[config.mk]
export PLATFORM = sky130hd
export DESIGN_NAME = ysyx_23060236_rd_arbiter
export DESIGN_NICKNAME = d
export VERILOG_FILES = /design/src/rtl/ysyx_23060236_rd_arbiter.sv
export SDC_FILE = /design/constraint.sdc
export NUM_CORES = 1
export LEC_CHECK = 0
export CAP_MARGIN = 20
export CORE_MARGIN = 2
export CORE_UTILIZATION = 36
export CTS_CLUSTER_SIZE = 30
export DETAILED_ROUTE_END_ITERATION = 10
export GPL_ROUTABILITY_DRIVEN = 0
export PLACE_DENSITY = 0.87
export SLEW_MARGIN = 10
export SYNTH_ARGS = -nofsm -noshare
export SYNTH_HDL_FRONTEND = slang
export SYNTH_SLANG_ARGS = --single-unit
export TNS_END_PERCENT = 100
[constraint.sdc]
create_clock -name clock -period 3.5 [get_ports clock]
set_input_delay 0.35 -clock clock [delete_from_list [all_inputs] [get_ports clock]]
set_output_delay 0.35 -clock clock [all_outputs]
set_load 0.05 [all_outputs]
[src/rtl/ysyx_23060236_rd_arbiter.sv]
// Read-channel arbiter: shares one AXI-like read master between the IFU and the LSU,
// with round-robin tie-break and a single transaction in flight.
module ysyx_23060236_rd_arbiter (
  input  logic        clock,
  input  logic        reset,
  input  logic        ifu_arvalid,
  output logic        ifu_arready,
  input  logic [31:0] ifu_araddr,
  output logic        ifu_rvalid,
  input  logic        ifu_rready,
  input  logic        lsu_arvalid,
  output logic        lsu_arready,
  input  logic [31:0] lsu_araddr,
  output logic        lsu_rvalid,
  input  logic        lsu_rready,
  output logic [31:0] rdata,
  output logic [1:0]  rresp,
  output logic        v_io_master_arvalid,
  input  logic        v_io_master_arready,
  output logic [31:0] v_io_master_araddr,
  input  logic        v_io_master_rvalid,
  output logic        v_io_master_rready,
  input  logic [31:0] v_io_master_rdata,
  input  logic [1:0]  v_io_master_rresp
);

  localparam logic [2:0] IDLE   = 3'd0;
  localparam logic [2:0] IFU_AR = 3'd1;
  localparam logic [2:0] LSU_AR = 3'd2;
  localparam logic [2:0] IFU_R  = 3'd3;
  localparam logic [2:0] LSU_R  = 3'd4;

  logic [2:0]  state_q, state_d;
  logic [31:0] addr_q, addr_d;
  logic        last_lsu_q, last_lsu_d;
  logic        ifu_win, lsu_win;

  // On a tie the client that did not win last time gets the grant.
  always_comb begin
    ifu_win = ifu_arvalid && (!lsu_arvalid || last_lsu_q);
    lsu_win = lsu_arvalid && !ifu_win;
  end

  always_comb begin
    ifu_arready         = (state_q == IDLE) && reset && ifu_win;
    lsu_arready         = (state_q == IDLE) && reset && lsu_win;
    v_io_master_arvalid = (state_q == IFU_AR) || (state_q == LSU_AR);
    v_io_master_araddr  = addr_q;
    ifu_rvalid          = (state_q == IFU_R) && v_io_master_rvalid;
    lsu_rvalid          = (state_q == LSU_R) && v_io_master_rvalid;
    v_io_master_rready  = 1'b0;
    if (state_q == IFU_R) begin
      v_io_master_rready = ifu_rready;
    end else if (state_q == LSU_R) begin
      v_io_master_rready = lsu_rready;
    end
    rdata = v_io_master_rdata;
    rresp = v_io_master_rresp;
  end

  always_comb begin
    state_d    = state_q;
    addr_d     = addr_q;
    last_lsu_d = last_lsu_q;
    case (state_q)
      IDLE: begin
        if (ifu_arready) begin
          addr_d     = ifu_araddr;
          last_lsu_d = 1'b0;
          state_d    = IFU_AR;
        end else if (lsu_arready) begin
          addr_d     = lsu_araddr;
          last_lsu_d = 1'b1;
          state_d    = LSU_AR;
        end
      end
      IFU_AR: if (v_io_master_arready) state_d = IFU_R;
      LSU_AR: if (v_io_master_arready) state_d = LSU_R;
      IFU_R:  if (v_io_master_rvalid && ifu_rready) state_d = IDLE;
      LSU_R:  if (v_io_master_rvalid && lsu_rready) state_d = IDLE;
      default: state_d = IDLE;
    endcase
  end

  // Reset abandons any in-flight request; nothing is delivered for it afterwards.
  always_ff @(posedge clock or negedge reset) begin
    if (!reset) begin
      state_q    <= IDLE;
      addr_q     <= 32'h0;
      last_lsu_q <= 1'b0;
    end else begin
      state_q    <= state_d;
      addr_q     <= addr_d;
      last_lsu_q <= last_lsu_d;
    end
  end

endmodule

* After elaboration in Yosys (flattened, before gate mapping) *
Cells that the tools add are included.

word-level totals
  memories kept = 0
  output and inout port bits = 72
  latch bits = 0
  memory bits (read-only) = 0
  input port bits = 106
  register bits after elaboration = 36
  memory bits (writable) = 0

cells by class
  order comparisons = 0
  $add $sub $neg = 0
  muxes and demuxes = 13
  shifts and indexed selects = 0
  bitwise operators = 0
  $mul = 0
  reduce and logical (&&, ||, !) cells = 17
  div/mod/pow operators = 0
  eq/ne operators = 9

operator list
  kind                                                                   number
  32-bit 2-to-1 mux                                                      2
  3-bit 2-to-1 mux                                                       6
  3-bit one-hot mux with 5 select lines                                  1
  1-bit logical AND                                                      9
  3-bit by 2-bit equality test with 1-bit output, second input constant  2
  5-bit AND reduction                                                    1
  1-bit 2-to-1 mux                                                       4
  2-bit by 1-bit != test with 1-bit output, second input constant        2
  2-bit != test, second input constant                                   2
  3-bit by 1-bit equality test with 1-bit output, second input constant  1
  3-bit equality test, second input constant                             1
  3-bit zero test                                                        1
  3-bit != test, second input constant                                   1
  1-bit zero test                                                        2
  1-bit logical OR                                                       2
  2-bit AND reduction                                                    1
  2-bit nonzero test                                                     1

* Depth between registers and ports, before layout *
  depth after elaboration = 9
  gate-level depth with buffers = 7
  depth with buffers taken out = 3

* Worst setup path before layout *
OpenSTA, ideal clock, no wires.

  kind = register -> output
  start = register state_q[2]
  end = output ifu_arready
  stages on the path, launching flop included = 3
  arrival = 2135 ps
  slack = 1015 ps
  required time = 3150 ps
  buffers on the path = 0
  cells stage by stage = dfrtp_1 > nor4b_4 > nor3b_1

between the ends
  longest elaborated chain between the ends = 3

ends and longest elaborated chain
  item                            RTL line  source
  from (decl)                     33        logic [2:0] state_q, state_d;
  from (signal assigned)          92        state_q <= state_d;
  3-bit zero test                 45        ifu_arready = (state_q == IDLE) && reset && ifu_win;
  1-bit logical AND (2 in a row)  45
  to (decl)                       7         output logic ifu_arready,

Every way passes these cells.

* Worst setup path in the final report *
  start = register state_q[0]
  end = output ifu_arready

Same word-level chain as after synthesis.

==> flow_summary_export.csv <==
group,metric,value,unit
timing,worst_pin_slew,601,ps
timing,drv_slew,0,
drt,drc_errors,0,
clock_tree,cts_tree,"done",
drt,dr.pass1.iters,4,
pwr,internal-power,0.00144,W
pwr,leakage,1.19,nW
clock_tree,numCtsBuffers,5,
global_route,grt_antenna_before_repair,0,
worst_setup_path,worstPathArrival,2220,ps
pwr,ir_drop,0.729,mV
outcome,status,"finished, final reports clean",
place,portBuffers,109,
global_route,top_usage_layer,"met2",
layout,syn_to_final_growth,43.4,%
drt,drtAntennaViolNets,0,
worst_setup_path,crit_type,"reg2out",
pwr,p_per_area,897,mW/mm^2
pwr,switching_share,50.2,%
clock_tree,h-tree-depth,2,
drt,routed_wl,6330,um
worst_setup_path,endpoint_kind,"output port",
pwr,p_switching,0.00145,W
drt,via_per_inst,5.61,
clock_tree,path_clk_slew,70,ps
die,io-pin-count,178,
global_route,grt_max_degree,39,
drt,vias,2209,
die,core,0.00596,mm^2
clock_tree,clock-sinks,36,
worst_setup_path,cp.depth,4,
synthesis,yosys_warnings,0,
worst_setup_path,cp_num_buf_inv,2,
timing,setup_viol,0,
synthesis,ys_seq_elements,36,
global_route,grt_use_met3,5.96,%
global_route,overflow,0,
die,fp.dieH,82.9,um
die,die_w,82.9,um
worst_setup_path,crit_path_cell_trace,"nor4b_4, buf_4, nor3b_1, buf_12",
synthesis,syn_avg_cell_area,8.75,um^2
layout,antennaDiodeCount,0,
worst_setup_path,worst-path-max-fanout,37,
global_route,use_met1,21.1,%
pwr,clockPowerShare,10.4,%
layout,multi_input_area,963,um^2
clock_tree,cts_max_path_buffers,2,
synthesis,synth_nets,362,
synthesis,yosysUniqueCellTypes,28,
worst_setup_path,critPathLaunchType,"flip-flop",
worst_setup_path,cp.required,3150,ps
worst_setup_path,r2r_cells,5,
flow_run,max_cap_viol_count,0,
synthesis,syn_inst,256,
drt,wl_per_cell,16.1,um
global_route,grt_use_total,17.9,%
worst_hold_path,hold_class,"in2async",
clock_tree,cts-resized-gates,0,
worst_setup_path,cpMaxStageDelayCell,"nor3b_1",
timing,whs,129,ps
global_route,use_met2,31.1,%
timing,period_needed,2570,ps
clock_tree,cts-root-buf,"clkbuf_8",
timing,fin_setup_tns,0,ps
synthesis,synth_top_cell_by_area,"dfrtp_1",
pwr,seqPwrFrac,27.1,%
timing,fmax,389,MHz
die,dieArea,0.00687,mm^2
layout,seq_area,901,um^2
timing,hold_viol,0,
die,rows,28,
die,initial_core_util,37.6,%
pwr,pwr-share-comb,62.5,%
drt,drt_iter0_drc,118,
clock_tree,postCtsHoldBufs,0,
layout,fillers,586,
worst_setup_path,slowest_delay,540,ps
layout,fin_nets,424,
worst_setup_path,cp_top_family,"simple AND/OR/NAND/NOR gates",
timing,fin_worst_skew,3.63,ps
clock_tree,clock_latency,270,ps
clock_tree,post_cts_buffers,0,
synthesis,synth_area_leaders,"dfrtp_1 (40%), buf_4 (12%), nand3b_1 (11%)",
synthesis,syn_area,0.00224,mm^2
timing,rsz0062_at_grt,"no",
layout,drive_gt1_share,5.96,%
global_route,first_global_vias,2081,
global_route,grt_pass1_wl,10200,um
synthesis,ys_seq_area_share,40.2,%
timing,slew_headroom,60.0,%
place,dp_hpwl,4520,um
timing,final.period_utilization,73.4,%
synthesis,yosysTopAreaCellShare,40.2,%
-- flip-flops by register name, summed over array words and instances, names as in the netlist --
register / cells
v_io_master_araddr: 32
state_q: 3
last_lsu_q: 1
-- kinds of logic (layout without fill, tap and decap cells) --
| kind of cell | Yosys count | count (layout) | share of synthesized area (%) |
|---|---|---|---|
| AOI/OAI and AO/OA | 105 | 105 | 25.9 |
| xor gates and xnor gates | 1 | 1 | 0.391 |
| buffers and inverters | 63 | 126 | 17.1 |
| DFF | 36 | 36 | 40.2 |
| and+or+nand+nor | 51 | 51 | 16.4 |
-- worst register-to-register path: cells and delay by family (launching register included) --
kind / cells / cell delay [ps]
buffers and inverters: 2 / 710
AO/OA/AOI/OAI: 1 / 110
AND/OR/NAND/NOR: 2 / 880
flip-flops: 1 / 510
-- final timing paths --
path | from | end | slack, ps
worst max-delay path | state_q[0] | ifu_arready | 930
worst min register to register | v_io_master_araddr[16] | v_io_master_araddr[16] | 550
worst max register to register | state_q[0] | v_io_master_araddr[17] | 1160
min in group clock | v_io_master_araddr[16] | v_io_master_araddr[16] | 550
worst min-delay path | reset | state_q[1] | 130
max in group asynchronous | reset | v_io_master_araddr[16] | 3010
-- layer usage --
layer  vias to the layer above  wire length [um]
li1                       1026                 -
met1                      1041              2550
met2                       124              3100
met3                        18               583
met4                         0                94
met5                         -                 0
-- cell usage in the layout, fill, tap and decap left out --
master / netlist / final
a21oi_1: 36 / 36
a22oi_1: 2 / 2
a31oi_1: 33 / 33
a32o_1: 1 / 1
and2_1: 1 / 2
and3_1: 1 / 1
buf_12: 0 / 2
buf_2: 6 / 1
buf_4: 37 / 7
clkbuf_1: 17 / 2
clkbuf_8: 0 / 6
clkdlybuf4s50_1: 0 / 106
dfrtp_1: 36 / 36
inv_1: 1 / 1
inv_2: 1 / 1
nand2_1: 2 / 2
nand2b_1: 1 / 1
nand3_1: 3 / 3
nand3b_1: 32 / 32
nor2_1: 2 / 2
nor2b_1: 3 / 2
nor2b_4: 0 / 1
nor3b_1: 2 / 2
nor4b_4: 1 / 1
o21ai_0: 25 / 25
o21ai_1: 7 / 7
o41ai_1: 1 / 1
or2_1: 0 / 1
or4_1: 1 / 1
xnor2_1: 1 / 1
-- cell type report --
cell class              instances  area share (%)
repair buffers                116            36.0
multi-input cells             157            30.0
flip-flops and latches         36            28.0
well taps                      75            2.92
clock buffers                   8            2.80
inverters                       2           0.234
-- synth_stat cells (all sizes together) --
| cell | count |
|---|---|
| o21ai | 32 |
| dfrtp | 36 |
| a32o | 1 |
| xnor2 | 1 |
| nand3 | 3 |
| nor3b | 2 |
| nor4b | 1 |
| nor2b | 3 |
| or4 | 1 |
| inv | 2 |
| nand2b | 1 |
| and3 | 1 |
| nand3b | 32 |
| buf | 43 |
| nor2 | 2 |
| and2 | 2 |
| a21oi | 36 |
| o41ai | 1 |
| nand2 | 2 |
| a31oi | 33 |
| a22oi | 2 |
| or2 | 1 |
| clkbuf | 18 |
-- power groups by stage --
stage          clock network (W)  logic, W  registers [W]
3_3_place_gp                   0   0.00177       0.000781
6_report                0.000300   0.00180       0.000783
2_1_floorplan                  0  0.000684        0.00139
4_1_cts                 0.000310   0.00181       0.000781
3_5_place_dp                   0   0.00181       0.000785
5_1_grt                 0.000331   0.00191       0.000814
-- through the flow --
step                      total power, W  utilization [%]  setup slack (ps)  instances  instance area, um^2
after floorplan                  0.00207                -              1010        256                 2240
after global placement           0.00255             52.5              1150        386                 3120
after detailed placement         0.00260             52.5              1090        386                 3120
after CTS                        0.00290             54.0               978        394                 3210
after global routing             0.00305             54.0               840        394                 3210
final                            0.00288             54.0               929        394                 3210
No activity file was read; power rests on OpenSTA's default activity.
